**config.mk**
```make
export PLATFORM = sky130hd
export DESIGN_NAME = toggle_rx
export DESIGN_NICKNAME = d
export VERILOG_FILES = /design/src/rtl/toggle_rx.sv
export SDC_FILE = /design/constraint.sdc
export NUM_CORES = 1
export LEC_CHECK = 0
export ABC_CLOCK_PERIOD_IN_PS = 1600
export BUFFER_PORTS_ARGS = -buffer_cell sky130_fd_sc_hd__buf_4
export CAP_MARGIN = 20
export CELL_PAD_IN_SITES_DETAIL_PLACEMENT = 2
export CELL_PAD_IN_SITES_GLOBAL_PLACEMENT = 2
export CORE_UTILIZATION = 33
export CTS_CLUSTER_SIZE = 10
export DETAILED_ROUTE_END_ITERATION = 16
export PLACE_DENSITY_LB_ADDON = 0.1
export REMOVE_ABC_BUFFERS = 1
export SYNTH_ARGS = -nofsm -noshare
export SYNTH_HDL_FRONTEND = slang
export SYNTH_SLANG_ARGS = --single-unit
```
**constraint.sdc**
```tcl
create_clock -name clk -period 1.6 [get_ports clk]
set_input_delay 0.08 -clock clk [delete_from_list [all_inputs] [get_ports clk]]
set_output_delay 0.08 -clock clk [all_outputs]
set_load 0.03 [all_outputs]
```
**src/rtl/toggle_rx.sv**
```systemverilog
// Receiver for a toggle-encoded event line: synchronizes, decodes each level change,
// timestamps the gap between events and holds the newest record until acknowledged.
module toggle_rx #(
  parameter int SYNC_STAGES = 2,
  parameter int CNT_W       = 8,
  parameter int TS_W        = 16
) (
  input  logic             clk,
  input  logic             reset,
  input  logic             toggle_in,
  input  logic             ack,
  output logic             event_pulse,
  output logic             valid,
  output logic [TS_W-1:0]  interval,
  output logic [CNT_W-1:0] event_count,
  output logic             overrun
);

  // state | meaning
  // IDLE  | no unacknowledged record, valid=0
  // FULL  | record held for the consumer, valid=1
  typedef enum logic {IDLE, FULL} state_t;

  localparam logic [2:0]      ARM_DONE = 3'(SYNC_STAGES + 1);
  localparam logic [TS_W-1:0] TS_MAX   = '1;

  logic [SYNC_STAGES-1:0] sync_q;
  logic                   synced;
  logic                   prev;
  logic [2:0]             arm_cnt;
  logic                   armed;
  logic                   event_det;
  logic [TS_W-1:0]        ts_cnt;
  logic [TS_W-1:0]        ts_inc;
  state_t                 state, state_nxt;
  logic                   overrun_nxt;

  assign synced    = sync_q[SYNC_STAGES-1];
  assign armed     = (arm_cnt == ARM_DONE);
  assign event_det = armed & (synced ^ prev);
  assign ts_inc    = (ts_cnt == TS_MAX) ? TS_MAX : ts_cnt + 1'b1;
  assign valid     = (state == FULL);

  // prev keeps following the synchronizer during arming so a static high line is absorbed
  always_ff @(posedge clk or posedge reset) begin
    if (reset) begin
      sync_q  <= '0;
      prev    <= 1'b0;
      arm_cnt <= '0;
    end else begin
      sync_q <= {sync_q[SYNC_STAGES-2:0], toggle_in};
      prev   <= synced;
      if (!armed)
        arm_cnt <= arm_cnt + 3'd1;
    end
  end

  always_ff @(posedge clk or posedge reset) begin
    if (reset) begin
      ts_cnt      <= '0;
      interval    <= '0;
      event_count <= '0;
      event_pulse <= 1'b0;
    end else begin
      event_pulse <= event_det;
      if (event_det) begin
        ts_cnt      <= '0;
        interval    <= ts_inc;
        event_count <= event_count + 1'b1;
      end else begin
        ts_cnt <= ts_inc;
      end
    end
  end

  always_ff @(posedge clk or posedge reset) begin
    if (reset) begin
      state   <= IDLE;
      overrun <= 1'b0;
    end else begin
      state   <= state_nxt;
      overrun <= overrun_nxt;
    end
  end

  // ack wins over a coincident event, so the new record is accepted without overrun
  always_comb begin
    state_nxt   = state;
    overrun_nxt = overrun;
    case (state)
      IDLE: begin
        if (event_det)
          state_nxt = FULL;
      end
      FULL: begin
        if (ack)
          overrun_nxt = 1'b0;
        else if (event_det)
          overrun_nxt = 1'b1;
        if (ack && !event_det)
          state_nxt = IDLE;
      end
      default: state_nxt = IDLE;
    endcase
  end

endmodule

```
# == Word level (Yosys, flattened, before mapping) ==
# Cells that the tools add are included.
# op_classes
n_addsub,3
n_eq_ne,2
n_mux,7
n_bitwise,3
reduce_logical,4
# ops
operator,count
16-bit two-way mux,2
16-bit by 1-bit adder with 16-bit output (second input constant),1
16-bit == test (second input constant),1
8-bit by 1-bit adder with 8-bit output (second input constant),1
1-bit two-way mux,4
3-bit by 1-bit adder with 3-bit output (second input constant),1
3-bit by 2-bit == test with 1-bit output (second input constant),1
1-bit one-hot mux with 2 select lines,1
2-bit AND reduction,1
2-bit nonzero test,1
1-bit AND,1
1-bit logical AND,1
1-bit logical NOT,1
1-bit inverter,1
1-bit bitwise XOR,1
# word_totals
ff_bits,49
in_bits,4
out_inout_bits,27
wordCells,28

# == Longest topological paths before layout ==
# depth
ltp_word,6
depth_mapped,7
mapped_depth_nobuf,7

# == Least setup slack after synthesis ==
# Ideal clock, no wire load.
# synth_path
kind,flip-flop to flip-flop
from,register arm_cnt[0]
to,register interval[5]
setup_time_ps,130
t_arrival_ps,1403
required_ps,1470
path_slack_ps,67
stages_incl_launch_ff,8
path_buffers,1
cell_sequence,dfrtp_1 -> ha_1 -> ha_1 -> nand2_2 -> clkinv_2 -> buf_2 -> nor2_1 -> a31oi_1
# synth_between
elab_chain_cells,2
# synth_lines
item,line_no,rtl
"start, declared",30,logic [2:0] arm_cnt;
"start signal, assigned",54,arm_cnt <= arm_cnt + 3'd1;
3-bit by 2-bit == test with 1-bit output,39,assign armed = (arm_cnt == ARM_DONE);
1-bit AND,40,assign event_det = armed & (synced ^ prev);
"end signal, assigned",68,interval <= ts_inc;
"end, declared",14,"output logic [TS_W-1:0] interval,"
# Every way passes these cells.
# A chain may end at the register's enable or synchronous reset.

# == Final worst setup path ==
# layout_path
from,register ts_cnt[1]
to,register interval[10]
# layout_between
elab_chain_cells,2
word_cells_on_any_way,3
classes_between,add/sub: 1; eq/ne: 1; mux: 1
# layout_lines
item,line_no,rtl
"start, declared",33,logic [TS_W-1:0] ts_cnt;
"start signal, assigned",71,ts_cnt <= ts_inc;
16-bit by 1-bit adder with 16-bit output / 16-bit == test (equally long branches),41,assign ts_inc = (ts_cnt == TS_MAX) ? TS_MAX : ts_cnt + 1'b1;
16-bit two-way mux (*),41,
# Every way passes the cells marked *; elsewhere a longest branch is shown, timed or not.

==> reports/results.md <==
| Parameter | Value |
|---|---|
| Adder-cell share of the synthesized area | 2.35% |
| Worst clock skew | 6.42 ps |
| Kind of cell adding the most delay to the critical path | simple AND/OR/NAND/NOR gates |
| Most numerous cell types in the synthesized netlist | 49 x dfrtp_1, 24 x nor2_1, 18 x nand2_1 |
| Violation count after the first detailed-route iteration | 60 |
| Asr flop ratio synth | 100% |
| Largest voltage drop on the vdd net | 707 µV |
| Root buffer cell | clkbuf_8 |
| Min-Delay Path Class | in -> async |
| Part of the total power dissipated in sequential elements | 46.5% |
| Share of final-layout standard cells stronger than drive strength 1 | 35.0% |
| Clock-pin slew of the registers on the worst-case setup and hold paths | 90 ps |
| Total wire length after detailed routing | 5.27 mm |
| Overall via count from detail_route | 1602 |
| Die Area | 0.00678 mm² |
| Total placed cells including tap cells | 301 |
| Final-layout worst hold slack | 358 ps |
| Area taken by multi-input logic gates | 930 µm² |
| Final number of hold-violating endpoints | 0 |
| Main combinational cell family by area after synthesis | simple AND/OR/NAND/NOR gates |
| Net switching power figure | 1.12 mW |
| Number of filler cells placed in the layout | 620 |
| Count of max-cap constraint violations | 0 |
| Maximum frequency from static timing analysis | 652 MHz |
| Cell area after synthesis | 0.00213 mm² |
| Outcome | finished, final reports clean |
| Static power due to leakage | 1.26 nW |
| Logic pwr share | 25.6% |
| Non-filler instance count after layout | 315 |
| Vias in the first global route | 1761 |
| Number of antenna repair diodes | 0 |
| Net switching fraction of the power | 33.4% |
| Gp weighted congestion | 0.762 |
| Wire length of the first global-routing pass | 8.76 mm |
| Power per Cell Area | 1200 mW/mm² |
| Antenna violation net count after detailed routing | 0 |
| Post-Synthesis Mean Instance Area | 11.1 µm² |
| Post-route cell area | 0.00278 mm² |
| Max-slew violation count | 0 |
| Sink count of the clock tree | 49 |
| Capturing element type of the critical path | flop |
| Synthesized-area fraction occupied by xor and xnor cells | 7.81% |
| CP Cell Sequence | ha_4 -> and4_4 -> nand3_2 -> nor3_4 -> buf_6 -> nor2_4 -> a21oi_2 |
| Aggregate global routing overflow | 0 |
| Min cycle time layout | 1530 ps |
| Distinct cell type count after synthesis | 33 |
| Synthesized instance count | 192 |
| Overall routing resource usage | 17.6% |
| Kind of start point of the critical path | flop |
| Relative max-transition margin | 84.5% |
| CTS buffer count | 5 |
| Seq cells post-synth | 49 |
| Pre-CTS setup slack | -46.4 ps |
| Cell accounting for the most synthesized area | dfrtp_1 |
| Net count, final | 247 |
| Sequential cell area | 0.00123 mm² |
| Count of yosys warnings during synthesis | 0 |
| CP Data Arrival Time | 1770 ps |
| Tightest Pin Transition | 226 ps |
| Top-area cell type share of the netlist area | 57.5% |
| Die boundary height | 82.4 µm |
| Delay of the slowest critical-path stage | 400 ps |
| Period utilization | 95.9% |
| Internal power component | 2.23 mW |
| Total of buffers placed on input and output ports | 30 |
| Most common cell in the netlist | dfrtp_1 |
| Biggest area contributors in the synthesized netlist | dfrtp_1 58%, xnor2_1 4.5%, nor2_1 4.2%, a21oi_1 4.0%, xor2_1 3.3% |
| Number of antenna violations at the first check in global routing | 0 |
| TritonCTS clock tree | yes |
| Chip width | 82.4 µm |
| Final HPWL from detailed placement | 3.65 mm |
| Buffer levels on the longest clock path | 2 |
| PnR worst setup slack | 65.1 ps |
| # rows | 28 |
| Number of remaining DRC errors | 0 |
| Core outline area | 0.00606 mm² |
| Required @ worst endpoint | 1830 ps |
| CTS H-tree lvls | 2 |
| Clock share of power | 27.9% |
| Primary flip-flop cell chosen by synthesis mapping | dfrtp_1 |
| Critical setup path kind | reg -> reg |
| Final setup violating endpoints | 0 |
| Share of the yosys chip area belonging to registers | 57.5% |
| Area after DPL | 0.00252 mm² |
| Mux share of post-synthesis cell area | 1.47% |
| Routed length per placed instance | 16.7 µm |
| Router iterations before antenna repair | 4 |
| Initial standard-cell utilization of the core | 35.2% |
| Routed vias/inst | 5.09 |
| Largest fanout of any net on the critical path | 5 |
| Post-synth EDFFs | 0 |
| I/O pin total | 31 |
| Basic-gate share of the synthesized area counting and, or, nand and nor cells | 20.1% |
| Complex-gate fraction of the synthesized area | 8.46% |
| Crit path max-delay cell type | dfrtp_1 |
| Clock latency of the later-clocked register in the worst-skew pair | 300 ps |
| Maximum number of pins on one net before global-route repair | 50 |
| Area added between synthesis and finish | 30.4% |
| Bufs and invs on worst path | 1 |
worst paths after layout:
check                      startpoint            to  slack, ps  depth (start not counted)
setup / recovery            ts_cnt[1]  interval[10]         70                          7
hold / removal                  reset    arm_cnt[2]        360                          4
setup reg to reg            ts_cnt[1]  interval[10]         70                          7
hold reg to reg             sync_q[0]     sync_q[1]        360                          0
max in group asynchronous       reset     ts_cnt[3]       1000                          4
min in group clk            sync_q[0]     sync_q[1]        360                          0
power groups by stage:
stage / sequential (mW) / clock [mW] / combinational [mW]
5_1_grt: 1.58 / 1.02 / 0.928
3_3_place_gp: 1.56 / 0 / 0.805
2_1_floorplan: 1.80 / 0 / 0.243
3_5_place_dp: 1.58 / 0 / 0.828
6_report: 1.55 / 0.931 / 0.857
4_1_cts: 1.56 / 0.962 / 0.865
area by class of cell:
cell class                      instances  share of cell area, %
Clock inverter                          2                   1.35
Clock buffer                            6                   2.97
Tap cell                               75                   3.38
Sequential cell                        49                   44.3
Inverter                                6                  0.901
Multi-Input combinational cell        132                   33.5
Timing Repair Buffer                   45                   13.6
tightest hold or removal path: cells and delay by family:
family	cells	cell delay (ps)
buffers and inverters	4	980
what timing repair did:
item	in CTS	in global routing
hold buffers	3	0
buffers inserted	2	1
pin swaps	1	4
hold endpoints to repair	52	0
resized for setup	11	12
endpoints found under the setup margin	14	26
stage by stage:
stage          setup TNS, ps  util [%]  total power [mW]
6_report                   0      45.8              3.34
5_1_grt                -3.95      45.8              3.53
4_1_cts                    0      45.0              3.38
3_5_place_dp            -134      41.5              2.40
3_3_place_gp               0      41.5              2.36
2_1_floorplan          -4340         -              2.05
layout by cell type (no fill, tap or decap), types with 3 or more instances in the layout:
master | netlist | routed
nor2_1 | 24 | 20
nand4_1 | 4 | 4
inv_1 | 5 | 4
nand2_1 | 18 | 18
o21ai_1 | 6 | 5
nor2_4 | 2 | 4
xnor2_1 | 11 | 10
a31oi_1 | 5 | 5
nand3_2 | 4 | 4
dfrtp_2 | 0 | 4
dlygate4sd3_1 | 0 | 3
clkbuf_8 | 0 | 6
buf_4 | 0 | 38
a21oi_2 | 0 | 3
nor2_2 | 1 | 3
xor2_1 | 8 | 7
ha_1 | 4 | 3
dfrtp_1 | 49 | 45
a21oi_1 | 17 | 14
nand3_1 | 7 | 7
registers in the layout, indices dropped and copies added (netlist names):
| signal | cells |
|---|---|
| prev | 1 |
| ts_cnt | 16 |
| valid | 1 |
| overrun | 1 |
| event_count | 8 |
| sync_q | 2 |
| interval | 16 |
| arm_cnt | 3 |
| event_pulse | 1 |
layer usage:
metal,routed length [µm],track usage (%),vias up
li1,-,-,743
met1,2230,21.5,837
met2,2870,31.0,17
met3,123,3.63,5
met4,44,5.26,0
met5,0,0,-
cell families after synthesis:
group                      count (synthesis)
xor gates and xnor gates                  19
muxes                                      3
AOI/OAI and AO/OA                         33
DFF                                       49
and+or+nand+nor                           73
buffers and inverters                     11
adders and majority gates                  4
Power figures use the tool's default switching activity.
